## src/rtl/compensator.sv

```systemverilog
// Sparse 3-tap CIC droop compensator: y[n] = x[n] - 10*x[n-D] + x[n-2D].
// The delay line advances only on accepted samples; the result is registered with a valid/ready flag.
module compensator #(
  parameter int InputLengthBits  = 12,
  parameter int OutputLengthBits = 19,
  parameter int FilterOrder      = 3
) (
  input  logic                        clk,
  input  logic                        rst,
  input  logic [InputLengthBits-1:0]  in,
  input  logic                        in_valid,
  output logic [OutputLengthBits:0]   out,
  output logic                        out_valid,
  input  logic                        out_ready
);

  localparam int OutW = OutputLengthBits + 1;
  localparam int Taps = 2 * FilterOrder;

  function automatic logic [OutW-1:0] sext(input logic [InputLengthBits-1:0] v);
    sext = {{(OutW - InputLengthBits){v[InputLengthBits-1]}}, v};
  endfunction

  logic [InputLengthBits-1:0] dly_q [Taps];
  logic [InputLengthBits-1:0] dly_d [Taps];
  logic [OutW-1:0]            out_q;
  logic [OutW-1:0]            out_d;
  logic [OutW-1:0]            acc_s;
  logic [OutW-1:0]            mid_s;
  logic                       out_valid_q;
  logic                       out_valid_d;

  // Filter arithmetic; the x10 tap is built from two shifts and wraps modulo 2^OutW.
  always_comb begin
    mid_s = sext(dly_q[FilterOrder-1]);
    acc_s = sext(in) - ((mid_s << 3'd3) + (mid_s << 3'd1)) + sext(dly_q[Taps-1]);
  end

  // Next-state: a new sample wins over a consume in the same cycle.
  always_comb begin
    dly_d       = dly_q;
    out_d       = out_q;
    out_valid_d = out_valid_q;
    if (in_valid) begin
      dly_d[0] = in;
      for (int i = 1; i < Taps; i++) begin
        dly_d[i] = dly_q[i-1];
      end
      out_d       = acc_s;
      out_valid_d = 1'b1;
    end else if (out_ready) begin
      out_valid_d = 1'b0;
    end else begin
      out_valid_d = out_valid_q;
    end
  end

  // State registers; reset clears history so filtering restarts from zero.
  always_ff @(posedge clk or negedge rst) begin
    if (!rst) begin
      for (int i = 0; i < Taps; i++) begin
        dly_q[i] <= '0;
      end
      out_q       <= '0;
      out_valid_q <= 1'b0;
    end else begin
      dly_q       <= dly_d;
      out_q       <= out_d;
      out_valid_q <= out_valid_d;
    end
  end

  assign out       = out_q;
  assign out_valid = out_valid_q;

endmodule

```

## config.mk

```make
export PLATFORM = sky130hd
export DESIGN_NAME = compensator
export DESIGN_NICKNAME = d
export VERILOG_FILES = /design/src/rtl/compensator.sv
export SDC_FILE = /design/constraint.sdc
export NUM_CORES = 1
export LEC_CHECK = 0
export BUFFER_PORTS_ARGS = -buffer_cell sky130_fd_sc_hd__buf_4
export CAP_MARGIN = 25
export CORE_UTILIZATION = 40
export CTS_CLUSTER_DIAMETER = 100
export DETAILED_ROUTE_END_ITERATION = 8
export MAX_ROUTING_LAYER = met4
export PLACE_DENSITY = 0.62
export SYNTH_ARGS = -nofsm -noshare
export SYNTH_HDL_FRONTEND = slang
export SYNTH_SLANG_ARGS = --single-unit
```

## constraint.sdc

```tcl
create_clock -name clk -period 6.5 [get_ports clk]
set_input_delay 1.3 -clock clk [delete_from_list [all_inputs] [get_ports clk]]
set_output_delay 1.3 -clock clk [all_outputs]
set_load 0.005 [all_outputs]
```

Word-level counts from Yosys, hierarchy flattened

Index checks and enable logic that the tools add are counted.

Register bits after elaboration: 93
Bits of input ports: 16
Word-level logic and storage cells: 14

$add $sub $neg: 3
Multiplexer cells: 2
Reductions and logical operators: 1

Operator list:

| cell                         | number |
|---|---|
| adder 17 x 12 -> 18 bit      | 1 |
| subtractor 12 x 16 -> 17 bit | 1 |
| adder 15 x 13 -> 16 bit      | 1 |
| 2-to-1 mux 1 bit             | 2 |
| nonzero test 2 bit           | 1 |

Depth between registers and ports, before layout

Depth in word-level cells: 3
Gate-level depth with buffers: 12
Gate-level depth less buffers: 11

Least setup slack after synthesis

No wires, ideal clock.

Path kind: input-to-reg
Start point: in in[4]
End point: reg out_q[16], in the netlist out[16]
Setup time: 125 ps
Arrival time: 3941 ps
Required time: 6375 ps
Path slack: 2434 ps
Stages: 12
Path buffers: 1
Cell sequence: inv_1 > fa_1 > fa_1 > inv_1 > ha_1 > buf_6 > a211o_1 > a31o_4 > a21boi_4 > o31ai_1 > xor2_1 > mux2_2

Longest elaborated chain between the ends: 2

Ends and longest elaborated chain:

| item                         | line | source |
|---|---|---|
| start: declaration           | 10   | `input logic [InputLengthBits-1:0] in,` |
| subtractor 12 x 16 -> 17 bit | 36   | `acc_s = sext(in) - ((mid_s << 3'd3) + (mid_s << 3'd1)) + sext(dly_q[Taps-1]);` |
| adder 17 x 12 -> 18 bit      | 36   |  |
| end signal: assignment       | 68   | `out_q <= out_d;` |
| end: declaration             | 26   | `logic [OutW-1:0] out_q;` |

Every way passes these cells.
A chain may end at the register's enable or synchronous reset.

Worst setup path after layout

Start point: in in[6]
End point: reg out_q[11], in the netlist out[11]

Same word-level chain as after synthesis.

==> results.tsv <==
metric	value	unit
status	complete, no violations	
clock root cell	clkbuf_16	
hold_buf cts	0	
die footprint	0.0127	mm²
critical path arrival	4.27	ns
setup TNS	0	ns
CTS sink count	91	
CP max FO	6	
via count	2929	
HPWL after DPL	6060	µm
fin nets	501	
crit-path max cell delay	0.51	ns
Synth cell types	45	
vias in the first global route	2977	
die width	113	µm
final worst slack	2.46	ns
CTS tree	done	
Starting Density	0.410	
max cap viols	0	
Post-Syn Area per Cell	12.0	µm²
Synth area leader	dfrtp_1	
Startpoint Class	input port	
# DRC	0	
Seq cells post-synth	91	
Setup crit end kind	flip-flop	
Layout area overhead	14.1	%
Yosys Warn Count	0	
share of layout cells above drive strength 1	0.293	
# rows	40	
Hold/Removal Path Class	reg2reg	
Slowest-stage cell, CP	fa_1	
asr flop ratio synth	1.00	
I/O pin count	37	
drt pass-1 iters	4	
Iter 0 DRT Violations	90	
actual slew at the worst max-slew pin	0.669	ns
CTS Buf Count	9	
Die H	113	µm
Syn Inst Count	409	
Critical Path RT	6.73	ns
f_max	0.248	GHz
CP bufs+invs	3	
Final Critical Period	4.04	ns
initial antenna violation count	0	
period utilisation layout	0.621	
CP dominant cell by count	o211ai_1	
Hold Violations, Final	0	
CTS-repair resized insts	0	
Clock transition at path regs	0.06	ns
# diodes	0	
final core area utilization	0.467	
H-tree depth	3	
Place WS	2.14	ns
Max clock buf depth	2	
per-cell routed wire length	14.2	µm
peak supply drop	0.190	mV
Mapped Area	0.00492	mm²
# setup viols final	0	
largest net degree at the start of global routing	57	
CP top delay family	adder cells	
total track usage	0.150	
Area contributors post-synth	dfrtp_1 46%, mux2_2 16%, fa_1 11%	
post-synthesis sequential area ratio	0.463	
Via density	4.96	
Post-synth top flop	dfrtp_1	
worst skew pair latency	0.34	ns
cells along the critical path	buf_4 -> inv_1 -> fa_1 -> fa_1 -> inv_1 -> ha_1 -> a2111oi_0 -> o211ai_1 -> o211ai_1 -> o211ai_1 -> xor2_1 -> mux2_2	
top-area cell type share of the netlist area	0.463	
leakage	0.00259	µW
Post-synth EDFFs	0	
Syn Nets	471	
grt ovf	0	
Post-DRT Antenna Nets	0	
Final Slew Violations	0	
global-route wire length before repair	14500	µm
Slew HR	0.554	
Layout Skew	0.00590	ns
Routed WL	8360	µm
total power	2960	µW
Post-CTS Setup Bufs	0	
core area	0.0120	mm²
# port buffers	36	
PD cells	528	mW/mm²
CP Class	in2reg	
RePlAce Congestion	0.866	
RSZ-0062 raised after global routing	false	
## routing by layer
layer	wire, µm	up-vias	global-route usage	part of all wire
li1	-	1442	-	-
met1	4270	1435	0.206	0.51
met2	3730	40	0.215	0.45
met3	238	12	0.0300	0.028
met4	130	0	0.0667	0.016
met5	0	-	-	0
## layout by cell type (no fill, tap or decap), types with 2 or more instances in the layout
| master | count |
|---|---|
| clkinv_2 | 2 |
| inv_1 | 54 |
| buf_4 | 38 |
| ha_1 | 20 |
| nand3_1 | 7 |
| nor2_1 | 7 |
| clkbuf_16 | 9 |
| nor3_1 | 2 |
| o211ai_1 | 4 |
| dfrtp_1 | 91 |
| nand2_1 | 26 |
| fa_1 | 26 |
| a21o_1 | 2 |
| o21a_1 | 3 |
| o21ai_1 | 3 |
| o31ai_1 | 2 |
| a21oi_1 | 18 |
| xnor2_1 | 5 |
| mux2_2 | 71 |
| o21ai_0 | 16 |
| nand4_1 | 5 |
| bufinv_16 | 2 |
| xor2_1 | 7 |
## flip-flops by register name (all words and copies together) (netlist names)
name / flops
dly_q: 72
out: 18
out_valid: 1
## worst min-delay path, stage by stage, from the launching register on
cell	delay [ns]
dfrtp_1	0.34
nand2_1	0.05
o21ai_0	0.05
## cells in the mapped netlist (2+ instances only)
cell type	instances
a21o_1	2
a21oi_1	18
buf_1	6
buf_2	5
buf_4	2
clkbuf_1	5
dfrtp_1	91
fa_1	26
ha_1	20
inv_1	54
mux2_2	71
nand2_1	26
nand3_1	7
nand4_1	5
nor2_1	7
nor3_1	2
o211ai_1	4
o21a_1	3
o21ai_0	16
o21ai_1	3
o31ai_1	2
xnor2_1	5
xor2_1	7
## through the flow
| stage | area (µm²) | instances | hold WS [ns] |
|---|---|---|---|
| after floorplan | 4920 | 409 | 0.449 |
| after global placement | 5300 | 575 | 0.460 |
| after detailed placement | 5300 | 575 | 0.465 |
| after CTS | 5610 | 591 | 0.482 |
| after global routing | 5610 | 591 | 0.515 |
| final | 5610 | 591 | 0.479 |
## area by class of cell
class | count | area, µm²
Clock buffer | 10 | 229
Clock inverter | 6 | 87.6
Fill cell | 1137 | 6400
Inverter | 54 | 203
Multi-Input combinational cell | 245 | 2350
Sequential cell | 91 | 2280
Tap cell | 147 | 184
Timing Repair Buffer | 38 | 285
## path summary, 6_finish.rpt
check / start / end / slack (ns) / cells after the start
max: in[6] / out[11]$_DFFE_PN0P_ / 2.46 / 12
min: dly_q[20]$_DFFE_PN0P_ / dly_q[8]$_DFFE_PN0P_ / 0.48 / 2
max reg2reg: dly_q[39]$_DFFE_PN0P_ / out[11]$_DFFE_PN0P_ / 3.11 / 10
min reg2reg: dly_q[20]$_DFFE_PN0P_ / dly_q[8]$_DFFE_PN0P_ / 0.48 / 2
max in group asynchronous: rst / dly_q[46]$_DFFE_PN0P_ / 4.53 / 2
min in group asynchronous: rst / dly_q[60]$_DFFE_PN0P_ / 0.91 / 1
## cell families after synthesis
kind of cell	share of synthesized area
buffers and inverters	0.0600
AND/OR/NAND/NOR	0.0486
flip-flops	0.463
adder cells (fa/ha/maj)	0.157
multiplexers	0.166
AO/OA/AOI/OAI	0.0852
XOR/XNOR	0.0214
## report_power, final
part / switching (µW) / internal [µW] / total (µW)
combinational: 847 / 744 / 1590
sequential: 92.6 / 726 / 819
clock: 217 / 338 / 554
Note: power is estimated with default switching activity, not from simulation.
